File: config.mk
export PLATFORM = sky130hd
export DESIGN_NAME = stack_ctrl
export DESIGN_NICKNAME = d
export VERILOG_FILES = /design/src/rtl/sky_pkg.sv /design/src/rtl/lfsr8.sv /design/src/rtl/stack_ctrl.sv
export SDC_FILE = /design/constraint.sdc
export NUM_CORES = 1
export LEC_CHECK = 0
export BUFFER_PORTS_ARGS = -buffer_cell sky130_fd_sc_hd__buf_2
export CORE_UTILIZATION = 60
export DETAILED_ROUTE_END_ITERATION = 6
export PLACE_DENSITY = 0.84
export SLEW_MARGIN = 20
export SYNTH_ARGS = -nofsm -noshare
export SYNTH_HDL_FRONTEND = slang
export SYNTH_SLANG_ARGS = --single-unit
File: constraint.sdc
create_clock -name clk -period 7.1 [get_ports clk]
set_input_delay 0.355 -clock clk [delete_from_list [all_inputs] [get_ports clk]]
set_output_delay 0.355 -clock clk [all_outputs]
set_load 0.01 [all_outputs]
File: src/rtl/sky_pkg.sv
// Shared definitions for the stacking game: screen geometry, colour codes,
// controller state encoding and the LFSR-to-colour mapping.
package sky_pkg;

  localparam int BLOCK_W    = 150;
  localparam int SCREEN_W   = 640;
  localparam int MAX_LAYERS = 15;

  localparam logic [1:0] COL_EMPTY = 2'b00;
  localparam logic [1:0] COL_GREEN = 2'b01;
  localparam logic [1:0] COL_RED   = 2'b10;
  localparam logic [1:0] COL_BLUE  = 2'b11;

  typedef enum logic [1:0] {
    ST_MOVE = 2'd0,
    ST_LAND = 2'd1,
    ST_FULL = 2'd2
  } state_e;

  typedef enum logic {
    DIR_RIGHT = 1'b0,
    DIR_LEFT  = 1'b1
  } dir_e;

  // The empty code folds onto green so a placed layer is never blank.
  function automatic logic [1:0] map_color(input logic [1:0] code);
    logic [1:0] col;
    col = COL_GREEN;
    case (code)
      2'b00:   col = COL_GREEN;
      2'b01:   col = COL_GREEN;
      2'b10:   col = COL_RED;
      2'b11:   col = COL_BLUE;
      default: col = COL_GREEN;
    endcase
    return col;
  endfunction

endpackage

File: src/rtl/lfsr8.sv
// 8-bit Fibonacci LFSR, taps 8,6,5,4, advancing every clock.
module lfsr8 #(
  parameter logic [7:0] SEED = 8'hA5
) (
  input  logic       clk,
  input  logic       rst,
  output logic [7:0] state
);

  always_ff @(posedge clk) begin
    if (rst) state <= SEED;
    else     state <= {state[6:0], state[7] ^ state[5] ^ state[4] ^ state[3]};
  end

endmodule

File: src/rtl/stack_ctrl.sv
// Stacking-game controller: sweeps the block left/right on a divided tick and
// lands a coloured layer on each drop edge until the stack is full.
//
// state   | meaning
// --------+-----------------------------------------------------------
// ST_MOVE | block sweeping; drop edge requests a landing
// ST_LAND | one cycle: write slot height+1, bump height
// ST_FULL | 15 layers placed; everything frozen until reset
module stack_ctrl
  import sky_pkg::*;
#(
  parameter int         TICK_DIV  = 1000000,
  parameter int         STEP      = 4,
  parameter int         X_MAX     = SCREEN_W - BLOCK_W,
  parameter logic [7:0] LFSR_SEED = 8'hA5
) (
  input  logic        clk,
  input  logic        rst,
  input  logic        drop,
  output logic [9:0]  pos_x,
  output logic [31:0] colors,
  output logic [3:0]  height,
  output logic        game_over
);

  localparam int DIV_W = (TICK_DIV > 1) ? $clog2(TICK_DIV) : 1;

  state_e            state_q, state_nxt;
  dir_e              dir_q;
  logic [DIV_W-1:0]  div_q;
  logic              drop_q;
  logic [9:0]        pos_x_q;
  logic [31:0]       colors_q;
  logic [3:0]        height_q;
  logic              game_over_q;
  logic [7:0]        lfsr_state;

  logic              step;
  logic              drop_edge;
  logic              move_en;
  logic              land_en;
  logic [3:0]        height_inc;
  logic              land_full;
  logic [10:0]       pos_inc;
  logic              unused_lfsr;

  lfsr8 #(.SEED(LFSR_SEED)) u_lfsr (
    .clk   (clk),
    .rst   (rst),
    .state (lfsr_state)
  );

  assign unused_lfsr = ^lfsr_state[7:2];

  assign step       = (div_q == DIV_W'(TICK_DIV - 1));
  assign drop_edge  = drop && !drop_q;
  assign height_inc = height_q + 4'd1;
  assign land_full  = (height_inc == 4'(MAX_LAYERS));
  assign pos_inc    = {1'b0, pos_x_q} + 11'(STEP);

  always_ff @(posedge clk) begin
    if (rst) state_q <= ST_MOVE;
    else     state_q <= state_nxt;
  end

  always_comb begin
    state_nxt = state_q;
    case (state_q)
      ST_MOVE: if (drop_edge) state_nxt = ST_LAND;
      ST_LAND: state_nxt = land_full ? ST_FULL : ST_MOVE;
      ST_FULL: state_nxt = ST_FULL;
      default: state_nxt = ST_MOVE;
    endcase
  end

  always_comb begin
    move_en = (state_q == ST_MOVE) && step;
    land_en = (state_q == ST_LAND);
  end

  // Divider, drop sampler and datapath; the divider free-runs in every state.
  always_ff @(posedge clk) begin
    if (rst) begin
      div_q       <= '0;
      drop_q      <= 1'b0;
      dir_q       <= DIR_RIGHT;
      pos_x_q     <= '0;
      colors_q    <= 32'h0000_0001;
      height_q    <= '0;
      game_over_q <= 1'b0;
    end else begin
      div_q  <= step ? '0 : div_q + DIV_W'(1);
      drop_q <= drop;

      if (move_en) begin
        if (dir_q == DIR_RIGHT) begin
          if (pos_inc < 11'(X_MAX)) begin
            pos_x_q <= pos_inc[9:0];
          end else begin
            pos_x_q <= 10'(X_MAX);
            dir_q   <= DIR_LEFT;
          end
        end else begin
          if (pos_x_q > 10'(STEP)) begin
            pos_x_q <= pos_x_q - 10'(STEP);
          end else begin
            pos_x_q <= '0;
            dir_q   <= DIR_RIGHT;
          end
        end
      end

      if (land_en) begin
        colors_q[{height_inc, 1'b0} +: 2] <= map_color(lfsr_state[1:0]);
        height_q    <= height_inc;
        game_over_q <= land_full;
      end
    end
  end

  assign pos_x     = pos_x_q;
  assign colors    = colors_q;
  assign height    = height_q;
  assign game_over = game_over_q;

endmodule

## Yosys cells after proc, flatten, opt, wreduce, memory -nomap -nowiden

Index checks and enable logic that the tools add are counted.

| storage, ports and cells | value |
|---|---|
| word-level logic and storage cells | 49 |
| flip-flop bits (word level) | 79 |
| input port bits | 3 |

| cells by class | value |
|---|---|
| shifts and indexed selects | 2 |
| add/sub/neg operators | 5 |
| $lt $le $gt $ge | 2 |
| reductions and logical operators | 7 |
| bitwise operators | 3 |
| eq/ne operators | 8 |
| multiplexer cells | 13 |

Operator list:

| operator | number |
|---|---|
| bitwise mux 32 bit | 1 |
| variable shift 2 x 7 -> 32 bit, first input constant | 1 |
| indexed part select 2 x 7 -> 32 bit | 1 |
| 2-to-1 mux 10 bit | 3 |
| adder 20 x 1 -> 20 bit, second input constant | 1 |
| equality test 20 bit, second input constant | 1 |
| case mux 2 bit (3 select lines) | 2 |
| adder 10 x 3 -> 11 bit, second input constant | 1 |
| < comparator 11 x 9 -> 1 bit, second input constant | 1 |
| > comparator 10 x 3 -> 1 bit, second input constant | 1 |
| subtractor 10 x 3 -> 10 bit, second input constant | 1 |
| 2-to-1 mux 2 bit | 4 |
| negation 5 -> 7 bit | 1 |
| equality test 2 bit, second input constant | 3 |
| adder 4 x 1 -> 4 bit, second input constant | 1 |
| equality test 2 x 1 -> 1 bit, second input constant | 2 |
| equality test 4 bit, second input constant | 1 |
| zero test 2 bit | 2 |
| OR reduction 2 bit | 2 |
| 2-to-1 mux 1 bit | 3 |
| bitwise XOR 1 bit | 3 |
| logical AND 1 bit | 2 |
| inequality test 2 bit, second input constant | 1 |
| zero test 1 bit | 1 |

## Logic depth before layout (Yosys ltp)

Gate-level depths: netlist of the first run.

| logic depth | value |
|---|---|
| depth in word-level cells | 7 |
| mapped depth | 11 |
| depth with buffers taken out | 8 |

## Modules after synthesis

Synthesis of the first run repeated with hierarchy kept, for this count alone.

| second synthesis, totals | value |
|---|---|
| cell total of the unflattened synthesis | 450 |
| area, all modules | 3853.7 um^2 |

By module, submodules not included:

| module | area an instance (um^2) | cells each | instances | sequential area each (um^2) |
|---|---|---|---|---|
| stack_ctrl | 3617.2 | 431 | 1 | 1401.3 |
| lfsr8 | 236.5 | 19 | 1 | 160.2 |

## Least setup slack after synthesis of the first run

No wires, ideal clock.

| path | value |
|---|---|
| path type | register to register |
| start | register height_q[0] (netlist: height[0]) |
| end | register colors_q[16] (netlist: colors[16]) |
| arrival time | 2677 ps |
| data required time | 6982 ps |
| slack | 4305 ps |
| setup time | 118 ps |
| stages on the path, launching flop included | 12 |
| cell sequence | dfxtp_1 > clkbuf_1 > inv_1 > ha_1 > buf_2 > and2_1 > o2111a_1 > a311oi_1 > buf_4 > nand2_2 > or3_4 > mux2i_1 |

| between the ends | value |
|---|---|
| word-level cells in the longest chain between the ends | 4 |

RTL lines:

| what | line | text |
|---|---|---|
| from (decl) | stack_ctrl.sv:34 | `logic [3:0] height_q;` |
| from (signal assigned) | stack_ctrl.sv:115 | `height_q <= height_inc;` |
| adder 4 x 1 -> 4 bit * | stack_ctrl.sv:57 | `assign height_inc = height_q + 4'd1;` |
| via height_inc[0] | stack_ctrl.sv:42 | `logic [3:0] height_inc;` |
| negation 5 -> 7 bit * | stack_ctrl.sv:114 | `colors_q[{height_inc, 1'b0} +: 2] <= map_color(lfsr_state[1:0]);` |
| indexed part select 2 x 7 -> 32 bit / variable shift 2 x 7 -> 32 bit (equally long branches) | stack_ctrl.sv:114 |  |
| bitwise mux 32 bit * | stack_ctrl.sv:114 |  |
| to (signal, indexed assignment) | stack_ctrl.sv:114 |  |
| to (decl) | stack_ctrl.sv:33 | `logic [31:0] colors_q;` |

The timed path passes the listed nets; every way through them passes the cells marked *.
A chain may end at the register's enable or synchronous reset.

## Final worst setup path of the first run

| path | value |
|---|---|
| start | register height_q[0] (netlist: height[0]) |
| end | register colors_q[29] (netlist: colors[29]) |

The elaborated chain is that of the path after synthesis.

==> flow_summary_export.csv, run 1 <==
group,metric,value,unit
sta,whs,0.285,ns
power_and_ir_drop,internal-power,0.000664,W
synthesis,synth_top_flop_cell,"dfxtp_1",
global_route,grt_pass1_vias,3237,
die,rows,29,
global_route,antenna_found_initial,0,
outcome,outcome,"completed",
synthesis,syn_area,4000,um^2
place,place.gp.congestion,0.832,
critical_path,rr_worst_depth,8,
final_layout,final_common_cell,"dfxtp_1",
clock_network,numCtsBuffers,9,
critical_path,crit_slowest_cell,"a311oi_2",
synthesis,synthArstFlopShare,0,%
power_and_ir_drop,ir_drop,129,uV
critical_path,crit_start,"height[0]$_SDFFE_PP0P_",
clock_network,cts_resized,0,
sta,max_freq,304,MHz
critical_path,slowest_delay,0.68,ns
place,numPortBuffers,48,
power_and_ir_drop,pwr-share-seq,51.9,%
critical_path,worstSetupEndpoint,"colors[29]$_SDFFE_PP0P_",
power_and_ir_drop,combPwrFrac,4.8,%
drt,drt_pass1_iterations,4,
clock_network,cts_buffer_depth,2,
final_layout,final_nets,518,
final_layout,layout-drive-gt1-share,15.6,%
critical_path,cp.buffers_inverters,1,
synthesis,yosys_warnings,0,
power_and_ir_drop,p_leak,1.79,nW
drt,wl_per_cell,14.2,um
global_route,grtUsageTotal,25.2,%
power_and_ir_drop,switching_share,23.7,%
die,core-area,6390,um^2
final_layout,final_util,69.6,%
clock_network,cts_root_buf,"clkbuf_8",
sta,tns,0,ns
sta,relSlewSlack,37.0,%
synthesis,synth_top_area_share,39.0,%
critical_path,cp.depth,8,
clock_network,cts_tree,"built",
sta,drv_slew,0,
clock_network,cts-htree-levels,3,
sta,timing.final.crit_share,46.4,%
synthesis,yosysUniqueCellTypes,54,
die,ios,50,
final_layout,final_cell_mix,"78 x dfxtp_1, 48 x buf_2, 42 x nor2_1, 42 x nand2_1, 32 x nand2b_1",
synthesis,syn_avg_cell_area,8.41,um^2
worst_hold_path,hold_class,"primary input to flop",
sta,worst_slew_pin_slew,0.945,ns
synthesis,synth_area_leaders,"dfxtp_1 39%, mux2i_1 5.8%, nand2b_1 5.0%",
critical_path,crit_type,"flop to flop",
place,dp_hpwl,5790,um
die,initial_core_util,62.7,%
place,placed_area,4220,um^2
critical_path,cpMostUsedCell,"and2b_1",
critical_path,required,7.33,ns
critical_path,path_delay_family,"simple AND/OR/NAND/NOR gates",
sta,finalHoldViolCount,0,
drt,viasPerCell,5.86,
final_layout,antenna_cells,0,
drt,routed_wl,8360,um
critical_path,end_kind,"flop",
synthesis,synth_area_leader_cell,"dfxtp_1",
critical_path,start_kind,"flop",
synthesis,ys_seq_area_share,39.0,%
sta,min_period,3.29,ns
power_and_ir_drop,p_clk_share,43.2,%
global_route,grt_overflow,0,
drt,via_count,3451,
clock_network,postCtsSetupBuffers,0,
final_layout,area_growth,11.1,%
final_layout,design_area,4450,um^2
sta,finClkSkew,0.0112,ns
power_and_ir_drop,p_per_area,196,nW/um^2
synthesis,synth_edf_count,0,
power_and_ir_drop,net-switching-power,0.000207,W
die,die_h,83.7,um
sta,rsz0062_at_grt,"no",
drt,detail-route-antenna-nets,0,
job,maxCapViolations,0,
power_and_ir_drop,total_power,0.000871,W
clock_network,clock_latency,0.35,ns
global_route,grt_max_degree,65,
die,die_x,83.7,um
critical_path,crit_fanout,17,
critical_path,reg2reg_from,"height[0]$_SDFFE_PP0P_",
clock_network,clkTransAtPathRegs,0.08,ns
critical_path,reg2reg_slack,3.81,ns
clock_network,clock_sinks,78,
critical_path,path_cells,"inv_1 -> ha_1 -> and2b_1 -> or3_1 -> a311oi_2 -> and2b_1 -> and2_1 -> mux2i_1",
synthesis,syn_nets,487,
clock_network,cts_hold_buf,0,
synthesis,syn_inst,476,
global_route,grt_pass1_wl,14500,um
critical_path,worst_r2r_endpoint,"colors[29]$_SDFFE_PP0P_",
sta,setup_viol_count_final,0,
drt,drc,0,
critical_path,cp_data_arrival_time,3.52,ns
drt,drtIter0Drc,175,
synthesis,ys_ff_latch,78,
die,die_area,7000,um^2
-- cells in the mapped netlist, types with 3 or more instances --
| library cell | count |
|---|---|
| a21oi_1 | 22 |
| a311oi_1 | 3 |
| a31o_2 | 3 |
| and2_1 | 8 |
| and3_1 | 10 |
| and4_1 | 3 |
| and4b_1 | 3 |
| buf_2 | 3 |
| clkbuf_1 | 22 |
| dfxtp_1 | 78 |
| ha_1 | 8 |
| inv_1 | 13 |
| mux2i_1 | 23 |
| nand2_1 | 42 |
| nand2b_1 | 32 |
| nand3_1 | 23 |
| nand3b_1 | 8 |
| nand4_1 | 12 |
| nor2_1 | 42 |
| nor2b_1 | 11 |
| nor3_1 | 8 |
| nor3b_1 | 4 |
| nor4b_1 | 3 |
| o21ai_0 | 21 |
| or2_2 | 4 |
| or3_1 | 5 |
| xnor2_1 | 8 |
| xor2_1 | 17 |
-- sequential cells by signal (all words and copies together), names as in the netlist --
| register | count |
|---|---|
| colors | 32 |
| dir_q | 1 |
| div_q | 20 |
| drop_q | 1 |
| game_over | 1 |
| height | 4 |
| pos_x | 9 |
| state_q | 2 |
| u_lfsr.state | 8 |
-- worst register-to-register path, cell delays in order (launching register included) --
cell and delay (ns):
dfxtp_1 0.66, inv_1 0.21, ha_1 0.48, and2b_1 0.23, or3_1 0.32, a311oi_2 0.68
and2b_1 0.28, and2_1 0.20, mux2i_1 0.13
-- cells by family (layout without fill, tap and decap cells) --
group | Yosys count | count (layout) | share of synthesized area, %
simple gates | 231 | 231 | 31.9
flops | 78 | 78 | 39.0
compound gates | 68 | 68 | 10.6
buf+inv | 42 | 78 | 4.60
xor+xnor | 25 | 25 | 5.47
mux | 23 | 23 | 5.75
fa+ha+maj | 8 | 8 | 2.50
other cells | 1 | 1 | 0.0937
-- power by group through the flow --
stage	clock (W)	combinational, W	sequential, W
after global placement	0	0.0000402	0.000462
after global routing	0.000404	0.0000470	0.000453
after CTS	0.000384	0.0000422	0.000452
after detailed placement	0	0.0000418	0.000462
after floorplan	0	0.0000339	0.000460
final	0.000376	0.0000422	0.000452
-- metal layers --
metal  global-route usage, %  wire length [um]  vias up
li1                        -                 -     1710
met1                    30.3              3720     1618
met3                    5.14               360       15
met2                    43.4              4130      108
met4                    10.8               142        0
met5                       0                 0        -
-- cell type report --
class | count | area [um^2]
inverters | 13 | 48.8
repair buffers | 49 | 248
fillers | 509 | 1940
flip-flops and latches | 78 | 1560
multi-input cells | 356 | 2260
clock inverters | 7 | 106
well taps | 77 | 96.3
clock buffers | 9 | 124
-- per-stage QoR --
| step | setup WS (ns) | std cells |
|---|---|---|
| 6_report | 3.81 | 589 |
| 3_5_place_dp | 3.87 | 573 |
| 2_1_floorplan | 4.30 | 476 |
| 3_3_place_gp | 3.69 | 573 |
| 5_1_grt | 3.62 | 589 |
| 4_1_cts | 3.81 | 589 |
-- how the worst min path moves through the flow --
stage	startpoint	endpoint	slack [ns]	cells past startpoint
2_1_floorplan	drop_q$_SDFF_PP0_	state_q[0]$_SDFFE_PP0P_	0.37	1
6_report	drop	drop_q$_SDFF_PP0_	0.28	2
4_1_cts	drop	drop_q$_SDFF_PP0_	0.28	2
3_3_place_gp	drop_q$_SDFF_PP0_	state_q[0]$_SDFFE_PP0P_	0.38	1
3_5_place_dp	drop_q$_SDFF_PP0_	state_q[0]$_SDFFE_PP0P_	0.38	1
5_1_grt	drop	drop_q$_SDFF_PP0_	0.27	2
Note: power is estimated with default switching activity, not from simulation.
==> run 2, diff against run 1 <==
--- a/config.mk
+++ b/config.mk
@@ -5,10 +5,11 @@
 export SDC_FILE = /design/constraint.sdc
 export NUM_CORES = 1
 export LEC_CHECK = 0
+export ABC_AREA = 1
 export BUFFER_PORTS_ARGS = -buffer_cell sky130_fd_sc_hd__buf_2
-export CORE_UTILIZATION = 60
+export CORE_UTILIZATION = 58
 export DETAILED_ROUTE_END_ITERATION = 6
-export PLACE_DENSITY = 0.84
+export PLACE_DENSITY = 0.82
 export SLEW_MARGIN = 20
 export SYNTH_ARGS = -nofsm -noshare
 export SYNTH_HDL_FRONTEND = slang
==> constraint.sdc (replaced) <==
create_clock -name clk -period 3.4 [get_ports clk]
set_input_delay 0.17 -clock clk [delete_from_list [all_inputs] [get_ports clk]]
set_output_delay 0.17 -clock clk [all_outputs]
set_load 0.01 [all_outputs]
==> run 2 against run 1 <==
The run now ends with DRC left. Sequential cell count stayed put. Critical path depth is 4 higher. Global-route usage is 1.0 points higher. Count of clock-buffer cells in the layout is 4 higher. Sequential power is 110% higher. Clock skew is 0.0032 ns lower. Largest cell class unchanged. Design area is 1.6% lower. Combinational power grew to 2.7 times the previous value. Worst hold slack worse by 0.25 ns.
==> flow_summary_export.csv, run 2 <==
group,metric,value,unit
drt,viasPerCell,5.32,
clock_network,numCtsBuffers,9,
drt,via_count,3792,
die,die_x,84.6,um
final_layout,fill_cells,615,
job,maxCapViolations,0,
synthesis,ys_ff_latch,78,
synthesis,ys_seq_area_share,39.5,%
critical_path,end_kind,"flop",
clock_network,cts_root_buf,"clkbuf_8",
critical_path,required,3.65,ns
sta,finalHoldViolCount,0,
die,ios,50,
critical_path,cp_data_arrival_time,2.74,ns
die,die_area,7150,um^2
clock_network,cts_buffer_depth,2,
synthesis,synth_top_flop_cell,"dfxtp_1",
sta,min_period,2.49,ns
clock_network,clock_sinks,78,
clock_network,cts_tree,"built",
final_layout,largest_reg_flops,32,
final_layout,area_growth,10.7,%
sta,timing.final.crit_share,73.2,%
worst_hold_path,hold_class,"primary input to flop",
global_route,grtUsageTotal,26.2,%
clock_network,cts_hold_buf,0,
synthesis,synth_top_area_share,39.5,%
synthesis,synth_area_leaders,"dfxtp_1 39%, nand2_1 11%, nor2_1 10%",
clock_network,cts_resized,0,
global_route,grt_pass1_vias,3356,
sta,max_freq,402,MHz
worst_hold_path,whs_path_depth,3,
synthesis,synth_area_leader_cell,"dfxtp_1",
global_route,grt_pass1_wl,15000,um
drt,drtIter0Drc,193,
power_and_ir_drop,p_per_area,379,nW/um^2
sta,relSlewSlack,53.0,%
global_route,grt_max_degree,32,
synthesis,syn_avg_cell_area,6.76,um^2
final_layout,final_nets,642,
synthesis,yosys_warnings,0,
die,die_h,84.6,um
sta,setup_viol_count_final,0,
final_layout,antenna_cells,0,
synthesis,syn_nets,596,
outcome,violations,"DRC",
critical_path,crit_fanout,19,
clock_network,clkTransAtPathRegs,0.08,ns
sta,finClkSkew,0.00801,ns
outcome,outcome,"complete, but fails checks",
global_route,antenna_found_initial,0,
sta,drv_slew,0,
synthesis,synthArstFlopShare,0,%
critical_path,start_kind,"flop",
place,place.gp.congestion,0.929,
die,initial_core_util,61.2,%
sta,worst_slew_pin_slew,0.703,ns
drt,drc,5,
drt,detail-route-antenna-nets,0,
synthesis,syn_inst,585,
global_route,grt_overflow,0,
synthesis,synth_edf_count,0,
synthesis,syn_area,3950,um^2
synthesis,yosysUniqueCellTypes,34,
final_layout,layout-drive-gt1-share,12.1,%
drt,drt_pass1_iterations,7,
sta,rsz0062_at_grt,"no",
synthesis,synth_common_cells,"121 x nand2_1, 106 x nor2_1, 78 x dfxtp_1",
sta,tns,0,ns
clock_network,postCtsSetupBuffers,0,
sta,whs,0.0380,ns
power_and_ir_drop,ir_drop,265,uV
synthesis,yosysMostFrequentCell,"nand2_1",
die,rows,29,
final_layout,design_area,4380,um^2
die,core-area,6460,um^2
final_layout,multi_input_area,2010,um^2
drt,wl_per_cell,12.5,um
clock_network,cts-htree-levels,3,
final_layout,seqCellArea,1560,um^2
power_and_ir_drop,p_leak,2.03,nW
drt,routed_wl,8940,um
place,placed_area,4220,um^2
final_layout,final_common_cell,"nand2_1",
clock_network,clock_latency,0.35,ns
place,dp_hpwl,6570,um
critical_path,rr_worst_depth,12,
place,numPortBuffers,48,
final_layout,final_cell_mix,"121 x nand2_1, 106 x nor2_1, 78 x dfxtp_1, 76 x inv_1, 48 x buf_2",
critical_path,crit_type,"flop to flop",
[run 2: logic make-up after synthesis]
logic type      Yosys count  synth area share [%]
buf+inv                  94                  9.65
simple gates            320                  35.3
compound gates           67                  8.96
other cells               1                0.0948
fa+ha+maj                 8                  2.53
flops                    78                  39.5
xor+xnor                 17                  3.96
[run 2: final timing paths]
kind	from	end	slack, ns
max reg2reg	height[0]$_SDFFE_PP0P_	colors[27]$_SDFFE_PP0P_	0.91
min reg2reg	drop_q$_SDFF_PP0_	state_q[0]$_SDFFE_PP0P_	0.39
min	drop	drop_q$_SDFF_PP0_	0.04
max	height[0]$_SDFFE_PP0P_	colors[27]$_SDFFE_PP0P_	0.91
[run 2: worst max-delay path, stage by stage (launching register included)]
cell and delay, ns:
dfxtp_1 0.61, inv_2 0.16, ha_1 0.42, nor2_2 0.16, o21ai_2 0.09, inv_1 0.06, nand2_1 0.09, nand2_4 0.21
inv_2 0.14, nor2_1 0.25, nand2_1 0.09, nand2_1 0.07, nor2_1 0.04
[run 2: routing by layer]
metal / vias up / track usage, % / part of all wire [%]
li1: 1955 / - / -
met1: 1681 / 34.4 / 46
met2: 141 / 41.5 / 45
met3: 15 / 6.88 / 6.5
met4: 0 / 9.86 / 1.7
met5: - / 0 / 0
[run 2: area by class of cell]
type	count	share of cell area (%)
multi-input cells	413	45.9
flip-flops and latches	78	35.7
inverters	80	6.86
repair buffers	49	5.66
clock buffers	13	3.17
well taps	77	2.20
clock inverters	3	0.486
[run 2: report_power, final]
part           internal (W)  switching [W]  total, W
clock              0.000267       0.000332  0.000599
sequential         0.000929      0.0000152  0.000945
combinational     0.0000327      0.0000837  0.000116
total               0.00123       0.000431   0.00166
[run 2: through the flow]
step           instances  worst slack (ns)  power [W]  util (%)
2_1_floorplan        585              1.38    0.00106         -
3_3_place_gp         697              1.09    0.00108      65.3
3_5_place_dp         697             0.954    0.00108      65.3
4_1_cts              713             0.925    0.00167      67.8
5_1_grt              713             0.630    0.00173      67.8
6_report             713             0.911    0.00166      67.8
